## config.mk

```make
export PLATFORM = sky130hd
export DESIGN_NAME = debug_jam
export DESIGN_NICKNAME = d
export VERILOG_FILES = /design/src/rtl/debug_jam.sv
export SDC_FILE = /design/constraint.sdc
export NUM_CORES = 1
export LEC_CHECK = 0
export ABC_AREA = 1
export CORE_AREA = 2 2 173 175
export DETAILED_ROUTE_END_ITERATION = 10
export DIE_AREA = 0 0 175 177
export PLACE_DENSITY = 0.69
export SLEW_MARGIN = 25
export SYNTH_ARGS = -nofsm -noshare
export SYNTH_HDL_FRONTEND = slang
export SYNTH_SLANG_ARGS = --single-unit
```

## constraint.sdc

```tcl
create_clock -name clk -period 6.8 [get_ports clk]
set_clock_uncertainty 0.2 [all_clocks]
set_input_delay 1.36 -clock clk [delete_from_list [all_inputs] [get_ports clk]]
set_output_delay 1.36 -clock clk [all_outputs]
set_load 0.02 [all_outputs]
```

## src/rtl/debug_jam.sv

```systemverilog
`timescale 1ns/1ps
// debug_jam: debug-mode controller that jams a programmable address sequence onto the memory bus
module debug_jam #(
  parameter int ADDR_W = 16,
  parameter int SEQ_DEPTH = 32,
  parameter logic [ADDR_W-1:0] DBG_BASE = 'h7000,
  parameter logic [ADDR_W-1:0] DBG_EXIT = 'h7FFF,
  parameter int NUM_BP = 2,
  parameter bit RESET_TO_DEBUG = 1'b1,
  localparam int SEQ_AW = $clog2(SEQ_DEPTH)
) (
  input  logic                     clk,
  input  logic                     RST,
  input  logic                     ADS_n,
  input  logic [7:0]               data,
  input  logic [ADDR_W-1:0]        cpu_addr,
  output logic [ADDR_W-1:0]        mem_addr,
  input  logic                     halt_req,
  input  logic                     halt_inst_en,
  input  logic                     step_mode,
  input  logic [NUM_BP-1:0]        bp_en,
  input  logic [NUM_BP*ADDR_W-1:0] bp_addr,
  input  logic                     seq_we,
  input  logic [SEQ_AW-1:0]        seq_waddr,
  input  logic [7:0]               seq_wdata,
  output logic                     INDBG_n,
  output logic                     BAEN_n,
  output logic [SEQ_AW-1:0]        seq_idx,
  output logic [7:0]               entry_cnt
);
  typedef enum logic [1:0] {RUN, JAM, USER} state_t;
  function automatic logic [SEQ_DEPTH*8-1:0] ram_init();
    logic [SEQ_DEPTH*8-1:0] r;
    for (int i = 0; i < SEQ_DEPTH; i++) r[i*8 +: 8] = (i == SEQ_DEPTH-1) ? 8'h40 : {2'b00, 6'(i)};
    return r;
  endfunction
  localparam logic [SEQ_DEPTH*8-1:0] RAM_INIT = ram_init();
  // Power-up contents come from the initializer; RST deliberately leaves the RAM alone.
  logic [SEQ_DEPTH*8-1:0] ram = RAM_INIT;
  state_t state, state_nxt;
  logic [7:0] entry;
  logic [1:0] step_cnt;
  logic halt_pend, strobe, bp_hit, trig, enter, exit_hit, unused_ok;
  always_comb begin
    bp_hit = 1'b0;
    for (int i = 0; i < NUM_BP; i++) bp_hit = bp_hit | (bp_en[i] & (bp_addr[i*ADDR_W +: ADDR_W] == cpu_addr));
    entry = ram[seq_idx*8 +: 8];
    strobe = ~ADS_n;
    trig = halt_pend | (halt_inst_en & data[7]) | bp_hit | (step_cnt == 2'd2);
    enter = strobe & trig & (state == RUN);
    exit_hit = strobe & (state == USER) & (cpu_addr == DBG_EXIT);
    unused_ok = ^data[6:0];
  end
  always_ff @(posedge clk) state <= RST ? (RESET_TO_DEBUG ? JAM : RUN) : state_nxt;
  always_comb state_nxt = enter ? JAM : exit_hit ? RUN : (strobe && state == JAM && entry[6]) ? USER : state;
  always_comb begin
    INDBG_n = state == RUN;
    BAEN_n = state == JAM;
    mem_addr = (state == JAM) ? (DBG_BASE | ADDR_W'(entry[5:0])) : cpu_addr;
  end
  // step_cnt: 0 idle, 1 armed, 2 first RUN cycle passed so the next strobe traps
  always_ff @(posedge clk) begin
    if (RST) begin
      seq_idx <= '0;
      halt_pend <= 1'b0;
      step_cnt <= 2'd0;
      entry_cnt <= 8'd0;
    end else begin
      halt_pend <= halt_req | (halt_pend & ~enter);
      if (enter) begin
        seq_idx <= '0;
        step_cnt <= 2'd0;
        entry_cnt <= (entry_cnt == 8'hFF) ? entry_cnt : entry_cnt + 8'd1;
      end else if (strobe && state == JAM) seq_idx <= entry[7] ? '0 : seq_idx + SEQ_AW'(1);
      else if (exit_hit) step_cnt <= {1'b0, step_mode};
      else if (strobe && state == RUN && step_cnt == 2'd1) step_cnt <= 2'd2;
    end
  end
  always_ff @(posedge clk) if (seq_we) ram[seq_waddr*8 +: 8] <= seq_wdata;
endmodule

```

==> flow_summary_export.csv, run 1 <==
group,metric,value,unit
outcome,status,"finished, final reports clean",
critical_path,crit_family,"buffers and inverters",
yosys,syn_inst,1655,
clock_network,root_buffer,"clkbuf_16",
power_and_ir_drop,p_int,2870,µW
placement,dp_hpwl,30900,µm
route,post_drt_wl_per_cell,21.1,µm
sta,setup_tns,0,ps
critical_path,ff2ff_path_depth,9,
clock_network,cts_setup_buffers,0,
route,postRouteWirelength,44700,µm
global_routing,overflow,0,
route,dr.pass1.iters,6,
route,ant_nets,0,
global_routing,grt_max_degree,68,
yosys,postSynthAreaPerCell,8.66,µm²
layout,mostFrequentLayoutCells,"514 x nor2_1, 256 x edfxtp_1, 233 x nand2_1",
route,drt_iter0_markers,1694,
yosys,ys_top_cells_by_area,"edfxtp_1 54%, nor2_1 13%, nand2_1 6.1%",
clock_network,cts_buffers,30,
route,drc_errors,0,
worst_hold_path,holdPathEnd,"state[0]",
layout,antenna_cells,0,
clock_network,cts_tree,"yes",
sta,final_max_slew_viol_count,0,
clock_network,clock-sinks,274,
yosys,syn_nets,1737,
floorplanning,initial_core_util,49.0,%
yosys,synth_top_area_cell,"edfxtp_1",
worst_hold_path,hold_depth,2,
sta,fin_crit,5920,ps
clock_network,post_cts_resized,0,
floorplanning,die_w,175,µm
yosys,seq_area_frac_synth,56.1,%
global_routing,grt_usage,28.4,%
worst_hold_path,hold_path_class,"flop to flop",
critical_path,r2r-end,"seq_idx[0]",
global_routing,grt_first_pass_wirelength,66000,µm
clock_network,cts_max_path_buffers,3,
sta,finalHoldViolCount,0,
layout,final_common_cell,"nor2_1",
critical_path,path_common_cell,"o21ai_0",
sta,relSlewSlack,30.1,%
critical_path,crit_arrival,4360,ps
critical_path,critPathKind,"flop to primary output",
placement,io_buffer_count,101,
critical_path,start_kind,"flop",
floorplanning,pin_count,109,
placement,gp_congestion,0.996,
power_and_ir_drop,netSwitchingPower,1040,µW
clock_network,holdBufCountCts,0,
yosys,ys_warn_count,0,
layout,final_nets,1788,
flow_run,cap_violations,0,
critical_path,path_max_fanout,66,
layout,synthToLayoutAreaGrowth,14.6,%
worst_hold_path,min_from,"state[0]",
critical_path,critPathMaxStageDelay,880,ps
floorplanning,dieArea,31000,µm²
power_and_ir_drop,power_density,238,nW/µm²
placement,place_area,15500,µm²
sta,tightest_slew,1040,ps
sta,finalCritPeriodShare,87.1,%
power_and_ir_drop,p_comb_share,12.6,%
critical_path,crit_path_cell_trace,"clkinv_2, o21ai_0, o21ai_0, o211ai_1, nand4_1, nand3_1, nand2_1, clkdlybuf4s50_1",
power_and_ir_drop,pwr-share-clk,39.3,%
sta,holdWs,269,ps
layout,post-route-util,56.2,%
global_routing,grt_pass1_vias,11500,
route,viasPerCell,5.67,
layout,stdcell_area,16400,µm²
yosys,synth_top_area_share,53.6,%
power_and_ir_drop,ir_drop,149,µV
sta,fmax,0.169,GHz
floorplanning,die_h,177,µm
critical_path,cp_slowest_cell,"clkinv_2",
critical_path,path_buf_inv,2,
yosys,netlist-cell-type-count,39,
critical_path,r2r_start,"seq_idx[0]",
critical_path,r2r_slack,3290,ps
route,vias,12000,
power_and_ir_drop,pwr-share-seq,48.0,%
power_and_ir_drop,power.leakage,0.00522,µW
sta,finalSetupViolCount,0,
clock_network,clkTransAtPathRegs,60,ps
yosys,synth-seq-cells,274,
critical_path,crit_required,5240,ps
clock_network,clkLatencyLatePin,560,ps
global_routing,antenna_found_initial,0,
critical_path,cp-end-kind,"primary output",
yosys,synth_area,14300,µm²
floorplanning,core-area,29200,µm²
sta,rsz0062_at_grt,"no",
clock_network,htreeDepth,1,
layout,final_layout_size_suffix_gt1_share,8.61,%
power_and_ir_drop,switching_share,26.6,%
floorplanning,rows,63,
[worst max path at each step]
stage	startpoint	endpoint	slack (ps)	depth (start not counted)
after floorplan	seq_waddr[0]	ram[0]	3120	8
after global placement	seq_waddr[0]	ram[17]	1210	9
after detailed placement	seq_waddr[0]	ram[209]	1200	9
after CTS	seq_idx[0]	mem_addr[2]	960	8
after global routing	seq_idx[0]	mem_addr[2]	620	8
final	seq_idx[0]	mem_addr[2]	880	8
[final cells by class]
cell class                      instances  area (µm²)
Multi-Input combinational cell       1136        5270
Tap cell                              390         488
Clock buffer                           39         806
Clock inverter                         17         111
Sequential cell                       274        8050
Fill cell                            2654       12800
Timing Repair Buffer                  118        1150
Inverter                              146         549
[per-layer routing]
layer / up-vias / global-route usage, % / share of wire (%)
li1: 5581 / - / -
met1: 5674 / 37.2 / 39
met2: 636 / 46.0 / 46
met3: 130 / 4.15 / 9.0
met4: 0 / 15.3 / 6.2
met5: - / 0 / 0
[power groups by stage]
stage               Sequential [µW]  Combinational (µW)  Clock [µW]
global route                   1880                 527        1600
floorplan                      1890                 309           0
CTS                            1880                 486        1540
global placement               1910                 479           0
finish                         1880                 492        1540
detailed placement             1910                 483           0
[synth_stat cells]
cell type	number
o221ai_1	8
nand3_1	56
nand3_4	2
nor2_4	16
nand3_2	3
xor2_1	7
nand2_4	2
nand3b_1	1
a221oi_1	1
nand2_1	233
xnor2_1	10
xnor2_2	1
o211ai_1	24
nor3_2	7
buf_2	44
a21oi_1	15
edfxtp_1	256
buf_4	11
nand2_2	7
o22ai_1	28
inv_1	105
nand4_1	31
o21ai_1	10
buf_1	6
o21ai_0	126
ha_1	4
nor3_1	13
a2111oi_2	1
clkbuf_1	36
nor4_1	3
buf_6	2
clkinv_1	1
a21boi_0	1
a21boi_1	1
inv_2	40
nor2_2	10
nor2_1	514
dfxtp_1	18
mux2i_1	1
[per-stage QoR]
step / total power (µW) / instances / worst slack [ps]
finish: 3910 / 2120 / 878
global route: 4010 / 2120 / 620
CTS: 3900 / 2120 / 963
detailed placement: 2390 / 2064 / 1200
global placement: 2390 / 2064 / 1210
floorplan: 2200 / 1655 / 3120
[registers in the layout (all words and copies together) (netlist names)]
name	cells
entry_cnt	8
state	2
seq_idx	5
ram	256
step_cnt	2
halt_pend	1
[logic make-up (layout without fill, tap and decap cells)]
group           count (synthesis)  in the layout  synth area share [%]
xor+xnor                       18             18                  1.15
buf+inv                       245            320                  7.19
mux                             1              1                0.0698
simple gates                  898            898                  26.6
compound gates                215            215                  8.51
flops                         274            274                  56.1
fa+ha+maj                       4              4                 0.349
[worst reg2reg max path: cells and delay by family, from the launching register on]
kind / cells / cell delay, ps
simple gates: 5 / 530
buf+inv: 2 / 1390
compound gates: 2 / 510
flops: 1 / 810
Note: power is estimated with default switching activity, not from simulation.
==> run 2, diff against run 1 <==
--- a/config.mk
+++ b/config.mk
@@ -9,7 +9,7 @@
 export CORE_AREA = 2 2 173 175
 export DETAILED_ROUTE_END_ITERATION = 10
 export DIE_AREA = 0 0 175 177
-export PLACE_DENSITY = 0.69
+export PLACE_DENSITY = 0.77
 export SLEW_MARGIN = 25
 export SYNTH_ARGS = -nofsm -noshare
 export SYNTH_HDL_FRONTEND = slang
==> constraint.sdc (replaced) <==
create_clock -name clk -period 6.8 [get_ports clk]
set_clock_uncertainty 0.2 [all_clocks]
set_input_delay 1.02 -clock clk [delete_from_list [all_inputs] [get_ports clk]]
set_output_delay 1.02 -clock clk [all_outputs]
set_load 0.02 [all_outputs]
==> flow_summary_export.csv, run 2 (synthesis results as in run 1) <==
group,metric,value,unit
outcome,status,"finished, final reports clean",
clock_network,clkTransAtPathRegs,60,ps
route,postRouteWirelength,44500,µm
layout,stdcell_count,2116,
sta,fmax,0.182,GHz
sta,final_max_slew_viol_count,0,
placement,placed_cells,2062,
placement,gp_congestion,0.991,
layout,final_layout_size_suffix_gt1_share,8.57,%
sta,finalCritPeriodShare,81.0,%
power_and_ir_drop,pwr-share-clk,39.1,%
global_routing,antenna_found_initial,0,
sta,rsz0062_at_grt,"no",
power_and_ir_drop,pwr-share-seq,48.1,%
layout,largest_reg_flops,256,
floorplanning,die_h,177,µm
layout,antenna_cells,0,
route,drt_iter0_markers,1789,
critical_path,ff2ff_path_depth,12,
power_and_ir_drop,p_int,2870,µW
clock_network,cts_buffers,29,
layout,synthToLayoutAreaGrowth,14.4,%
layout,final_nets,1785,
floorplanning,die_w,175,µm
clock_network,clkLatencyLatePin,560,ps
global_routing,grt_max_degree,74,
sta,finalHoldViolCount,0,
clock_network,clock-sinks,274,
sta,finalSetupViolCount,0,
critical_path,r2r_slack,3330,ps
worst_hold_path,min_from,"state[0]",
layout,multiInputGateArea,5270,µm²
clock_network,holdBufCountCts,0,
flow_run,cap_violations,0,
global_routing,grt_usage,28.3,%
placement,dp_hpwl,31000,µm
route,viasPerCell,5.76,
power_and_ir_drop,switching_share,26.4,%
worst_hold_path,holdPathEnd,"state[0]",
route,vias,12200,
layout,final_common_cell,"nor2_1",
clock_network,post_cts_resized,0,
clock_network,root_buffer,"clkbuf_16",
global_routing,grt_first_pass_wirelength,65700,µm
route,drc_errors,0,
route,ant_nets,0,
power_and_ir_drop,p_comb_share,12.8,%
sta,setup_tns,0,ps
power_and_ir_drop,netSwitchingPower,1030,µW
power_and_ir_drop,ir_drop,189,µV
floorplanning,initial_core_util,49.0,%
worst_hold_path,hold_path_class,"flop to flop",
sta,relSlewSlack,29.4,%
critical_path,r2r-end,"state[1]",
layout,mostFrequentLayoutCells,"514 x nor2_1, 256 x edfxtp_1, 233 x nand2_1",
clock_network,cts_max_path_buffers,3,
global_routing,grt_pass1_vias,11500,
critical_path,path_max_fanout,62,
placement,io_buffer_count,101,
route,dr.pass1.iters,5,
critical_path,r2r_start,"seq_idx[0]",
sta,tightest_slew,1060,ps
critical_path,crit_required,5580,ps
power_and_ir_drop,power_density,238,nW/µm²
floorplanning,dieArea,31000,µm²
critical_path,crit_arrival,4290,ps
layout,seqCellArea,8050,µm²
sta,fin_crit,5510,ps
layout,reg_top3,"ram: 256 flops, entry_cnt: 8 flops, seq_idx: 5 flops",
global_routing,overflow,0,
power_and_ir_drop,power.leakage,0.00520,µW
critical_path,cp-end-kind,"primary output",
route,post_drt_wl_per_cell,21.0,µm
clock_network,cts_tree,"yes",
floorplanning,pin_count,109,
clock_network,htreeDepth,1,
layout,fill_cells,2549,
critical_path,start_kind,"flop",
layout,top_register,"ram",
critical_path,critPathKind,"flop to primary output",
worst_hold_path,hold_depth,2,
floorplanning,rows,63,
clock_network,cts_setup_buffers,0,
floorplanning,core-area,29200,µm²
run 2: area by class of cell:
cell class	instances	share of cell area, %
Tap cell	390	2.97
Clock inverter	10	0.519
Inverter	146	3.36
Multi-Input combinational cell	1136	32.1
Clock buffer	44	5.02
Sequential cell	274	49.1
Timing Repair Buffer	116	6.92
run 2: worst max-delay path by stage:
stage,from,endpoint,slack (ps),cells after the start
floorplan,seq_waddr[0],ram[0],3460,8
global placement,seq_waddr[0],ram[38],1390,9
detailed placement,seq_waddr[0],ram[108],1270,11
CTS,seq_idx[0],mem_addr[5],1380,8
global route,seq_idx[0],mem_addr[5],1070,8
finish,seq_idx[0],mem_addr[2],1290,8
run 2: worst max-delay path, stage by stage, from the launching register on:
cell and delay, ps:
dfxtp_4 760, clkinv_2 840, o21ai_0 420, o21ai_0 260, o211ai_1 420, nand4_1 140, nand3_1 180, nand2_1 80
clkdlybuf4s50_1 550
run 2: power by group through the flow:
stage | combinational, µW | sequential (µW) | clock [µW]
2_1_floorplan | 309 | 1890 | 0
3_3_place_gp | 481 | 1910 | 0
3_5_place_dp | 488 | 1910 | 0
4_1_cts | 490 | 1870 | 1530
5_1_grt | 533 | 1880 | 1590
6_report | 500 | 1870 | 1520
run 2: metal layers:
metal,vias to the layer above,GRT usage (%),share of wire [%]
li1,5579,-,-
met1,5709,36.1,37
met2,753,46.1,46
met3,151,4.90,10
met4,0,15.8,6.4
met5,-,0,0
run 2: stage by stage:
step | util (%) | total power (µW) | hold WS, ps | setup slack, ps | instance area (µm²)
global route | 56.1 | 4000 | 306 | 1070 | 16400
CTS | 56.1 | 3890 | 277 | 1380 | 16400
detailed placement | 53.0 | 2400 | 269 | 1270 | 15500
finish | 56.1 | 3900 | 278 | 1290 | 16400
global placement | 53.0 | 2390 | 247 | 1390 | 15500
floorplan | - | 2200 | 236 | 3460 | 14300
